File: src/rtl/seq_booth_multiplier.sv
// Iterative radix-2 Booth signed multiplier: one recoding step per enabled clock.
// The last completed product is held on result while the next multiply runs.
module seq_booth_multiplier #(
  parameter int WIDTH = 32
) (
  input  logic                 clk,
  input  logic                 reset,
  input  logic                 en,
  input  logic                 start,
  input  logic [WIDTH-1:0]     inputA,
  input  logic [WIDTH-1:0]     inputB,
  output logic [2*WIDTH-1:0]   result,
  output logic                 busy,
  output logic                 done
);

  localparam int CW = $clog2(WIDTH) + 1;

  logic [WIDTH:0]       m_d, m_q;
  logic [WIDTH:0]       a_d, a_q;
  logic [WIDTH-1:0]     q_d, q_q;
  logic                 qm1_d, qm1_q;
  logic [CW-1:0]        cnt_d, cnt_q;
  logic                 busy_d, busy_q;
  logic                 done_d, done_q;
  logic [2*WIDTH-1:0]   result_d, result_q;
  logic [WIDTH:0]       sum;

  // Handshake: start (level) loads operands on any enabled edge and wins over a
  // running multiply; busy is high while steps remain; done rises on the edge
  // that writes result and stays high until the next load.
  always_comb begin
    m_d      = m_q;
    a_d      = a_q;
    q_d      = q_q;
    qm1_d    = qm1_q;
    cnt_d    = cnt_q;
    busy_d   = busy_q;
    done_d   = done_q;
    result_d = result_q;

    case ({q_q[0], qm1_q})
      2'b01:   sum = a_q + m_q;
      2'b10:   sum = a_q - m_q;
      default: sum = a_q;
    endcase

    if (en) begin
      if (start) begin
        m_d    = {inputA[WIDTH-1], inputA};
        a_d    = '0;
        q_d    = inputB;
        qm1_d  = 1'b0;
        cnt_d  = '0;
        busy_d = 1'b1;
        done_d = 1'b0;
      end else if (busy_q) begin
        // Arithmetic shift of {A,Q,q_-1}; A has one guard bit so -2^(W-1) is safe.
        a_d   = {sum[WIDTH], sum[WIDTH:1]};
        q_d   = {sum[0], q_q[WIDTH-1:1]};
        qm1_d = q_q[0];
        cnt_d = cnt_q + CW'(1);
        if (cnt_d == CW'(WIDTH)) begin
          result_d = {a_d[WIDTH-1:0], q_d};
          busy_d   = 1'b0;
          done_d   = 1'b1;
        end
      end
    end
  end

  always_ff @(posedge clk or negedge reset) begin
    if (!reset) begin
      m_q      <= '0;
      a_q      <= '0;
      q_q      <= '0;
      qm1_q    <= 1'b0;
      cnt_q    <= '0;
      busy_q   <= 1'b0;
      done_q   <= 1'b0;
      result_q <= '0;
    end else begin
      m_q      <= m_d;
      a_q      <= a_d;
      q_q      <= q_d;
      qm1_q    <= qm1_d;
      cnt_q    <= cnt_d;
      busy_q   <= busy_d;
      done_q   <= done_d;
      result_q <= result_d;
    end
  end

  assign result = result_q;
  assign busy   = busy_q;
  assign done   = done_q;

endmodule

File: config.mk
export PLATFORM = sky130hd
export DESIGN_NAME = seq_booth_multiplier
export DESIGN_NICKNAME = d
export VERILOG_FILES = /design/src/rtl/seq_booth_multiplier.sv
export SDC_FILE = /design/constraint.sdc
export NUM_CORES = 1
export LEC_CHECK = 0
export ABC_AREA = 1
export ABC_CLOCK_PERIOD_IN_PS = 5200
export BUFFER_PORTS_ARGS = -buffer_cell sky130_fd_sc_hd__buf_4
export CAP_MARGIN = 20
export CORE_MARGIN = 10
export CORE_UTILIZATION = 41
export CTS_BUF_LIST = sky130_fd_sc_hd__clkbuf_4 sky130_fd_sc_hd__clkbuf_8 sky130_fd_sc_hd__clkbuf_16
export CTS_CLUSTER_SIZE = 12
export DETAILED_ROUTE_END_ITERATION = 8
export PLACE_DENSITY = 0.62
export SLEW_MARGIN = 0
export SYNTH_ARGS = -nofsm -noshare
export SYNTH_HDL_FRONTEND = slang
export SYNTH_SLANG_ARGS = --single-unit
File: constraint.sdc
create_clock -name clk -period 5.2 [get_ports clk]
set_clock_uncertainty 0.2 [all_clocks]
set_input_delay 0.52 -clock clk [delete_from_list [all_inputs] [get_ports clk]]
set_output_delay 0.52 -clock clk [all_outputs]
set_load 0.02 [all_outputs]
==> run metrics <==
GRT Overall Usage=about a fifth; setup TNS=0 ns; DRT iter0 DRCs=just over 800; flops & latches, synth=169; per-cell routed wire length=~16 um; Setup CP Type=reg2reg; Hold WS=-0.0375 ns; crit path DAT=4.27 ns; Synth Area in Compound Gates=roughly an eighth; initial antenna violation count=0; pwr dens=408 mW/mm2; register area share after synthesis=42.3%; status=finished, violations left; Via density=4.97; R2R depth=19; Req. time, crit path=between 5 and 6 ns; core area=approximately 0.024 mm2; maximum vdd drop=0.226 mV; antenna-violating nets left=0; clk buf depth=2; wirelength, routed=29200 um; top-area cell type share of the netlist area=42.3%; Simple-Gate Fraction of Synth Area=between 20 and 30%; Final min period=4.13 ns; Tightest Pin Transition=0.908 ns; nets=~1600; post-synthesis xor/xnor area fraction=under 10%; largest net degree at the start of global routing=95; Ys Warns=0; Synth area leader=dfrtp_1; Switch Pwr=0.00209 W; Hold Path Class=in2async; H-tree depth=4; Max-cap violations=0; RSZ-0062 raised after global routing=false; number of clock sinks=approximately 170; Post-Place Setup Slack=1.13 ns; largest family of logic cells by synthesized area=simple AND/OR/NAND/NOR gates; global-route wire length before repair=around 48000 um; Root Driver=clkbuf_16; Final WS setup=~1.1 ns; achievable clock frequency=about 240 MHz; # IOs=between 100 and 150; Synth area leaders=dfrtp_1, nand2_1, inv_1; FFs w/ async S/R, synth=100%; P&R area growth vs syn=19.1%; vias in the first global route=~8800; Clk network pwr share=between 20% and 30%; Routability Congestion=a little over 0.9; Internal Pwr Total=~0.0028 W; Slew Limit Headroom=just under 40%; post_cts resized=0; Final Hold Viols=27; CTS tree=built; type of origin of the critical path=flop; Most used DFF post-synth=dfrtp_1; Reg power frac=~33%; die width=~180 um; Starting Density=41.3%; fin crit share=between 70% and 80%; Syn Nets=roughly 1500; DR pass1 iterations=5; Syn Std Cell Area=0.00999 mm2; cts-stage hold buffer count=0; Logic pwr share=approximately two fifths; Avg Inst Size Synth=7.30 um2; remaining global-route overflow=0; sw frac=43.0%; total CTS buffers=17; total die area=0.0310 mm2; synthesized-area fraction occupied by adder cells=between 4 and 5%; synth unique cells=37; number of flops mapped to enable cells by yosys=0; vias=roughly 9000; DP HPWL=between 20000 and 25000 um; share of layout cells above drive strength 1=between 10% and 20%; failing checks=hold timing; FP Rows=57; Post-Route Utilization=roughly half; Final Max Tran Viols=0; post-synthesis mux area share=between 2 and 2.5%; worst skew pair latency=between 0.4 and 0.5 ns; port buffer count=between 100 and 150; Critical Path Fanout Max=5; die height=176 um; Crit. End Element=flop; final setup fails=0; diodes inserted=0; DR DRC count=0; Mapped Cells=1368; Setup Fix Bufs, Post-CTS=0; clock-pin slew on the worst setup and hold paths=~0.08 ns; leakage power=around 6.4 nW
==> cells in the mapped netlist, types with 9 or more instances <==
library cell,number
a21oi_1,50
a31oi_1,24
clkbuf_1,32
dfrtp_1,169
ha_1,35
inv_1,162
mux2i_1,22
nand2_1,436
nand3_1,84
nand4_1,9
nor2_1,117
o211ai_1,12
o21ai_0,97
o21ai_1,11
or2_2,15
xor2_1,26
==> layout by cell type (no fill, tap or decap), drive strengths merged, types with 6 or more instances in the layout <==
master    n
clkinv    8
nor2    120
a21oi    50
o21bai    6
buf     143
xnor2     8
clkbuf   17
dfrtp   169
o211ai   12
o21ai   108
nand4    10
or2      15
mux2i    22
ha       35
a31oi    24
nor3      6
inv     177
nand3    84
nand2   437
xor2     26
==> stage by stage <==
step | instance area, um2 | std cells | hold WS [ns] | power [W]
after floorplan | 9990 | 1368 | 0.0244 | 0.00295
after global placement | 11300 | 1790 | 0.265 | 0.00348
after detailed placement | 11300 | 1790 | 0.266 | 0.00349
after CTS | 11900 | 1822 | 0.00655 | 0.00486
after global routing | 11900 | 1822 | 0.0278 | 0.00521
final | 11900 | 1822 | -0.0375 | 0.00485
==> critical path, stage by stage (launching register included) <==
cell	delay, ns
dfrtp_1	0.40
inv_1	0.10
ha_1	0.18
nand2_1	0.08
nor2_1	0.33
nand2_1	0.13
o21ai_1	0.28
o21ai_0	0.21
nor2_1	0.15
xor2_1	0.37
ha_1	0.30
nand2_1	0.11
nor2_1	0.19
inv_1	0.09
nor3_1	0.25
nand3_1	0.21
nand3_1	0.13
nand3_1	0.14
nand3_1	0.13
nand2_1	0.05
==> cell type report <==
| cell class | instances | area (um2) |
|---|---|---|
| Clock buffer | 17 | 425 |
| Clock inverter | 15 | 211 |
| Fill cell | 2442 | 12300 |
| Inverter | 170 | 638 |
| Multi-Input combinational cell | 984 | 4910 |
| Sequential cell | 169 | 4230 |
| Tap cell | 324 | 405 |
| Timing Repair Buffer | 143 | 1080 |
==> power by group through the flow <==
| stage | Combinational [W] | Clock [W] | Sequential [W] |
|---|---|---|---|
| 6_report | 0.00191 | 0.00136 | 0.00159 |
| 5_1_grt | 0.00217 | 0.00144 | 0.00161 |
| 4_1_cts | 0.00189 | 0.00138 | 0.00159 |
| 3_5_place_dp | 0.00188 | 0 | 0.00161 |
| 3_3_place_gp | 0.00187 | 0 | 0.00161 |
| 2_1_floorplan | 0.00138 | 0 | 0.00157 |
==> cells by family (layout without fill, tap and decap cells) <==
kind of cell,after synthesis,count (layout)
AND/OR/NAND/NOR,677,677
AO/OA/AOI/OAI,215,215
buffers and inverters,215,345
flip-flops,169,169
adder cells (fa/ha/maj),36,36
XOR/XNOR,34,34
multiplexers,22,22
==> registers in the layout (all words and copies together), names as in the netlist <==
name / flops
result: 64
qm1_q: 1
busy: 1
q_q: 32
m_q: 32
done: 1
a_q: 32
cnt_q: 6
==> worst paths after layout <==
| kind | start | slack (ns) | end |
|---|---|---|---|
| max | m_q[0] | 1.07 | result[58] |
| min | reset | -0.04 | result[28] |
| max reg2reg | m_q[0] | 1.07 | result[58] |
| min reg2reg | result[58] | 0.28 | result[58] |
| max in group asynchronous | reset | 3.68 | q_q[8] |
| min in group clk | inputA[20] | 0.07 | m_q[20] |
==> layer usage <==
layer  routed length [um]  part of all wire, %  global-route usage [%]  up-vias
li1                     -                    -                       -     4625
met5                    0                    0                       0        -
met1                14200                   49                    26.7     4191
met2                12700                   44                    28.6      209
met4                  249                 0.85                    3.67        0
met3                 1930                  6.6                    5.38       25
Power figures use the tool's default switching activity.
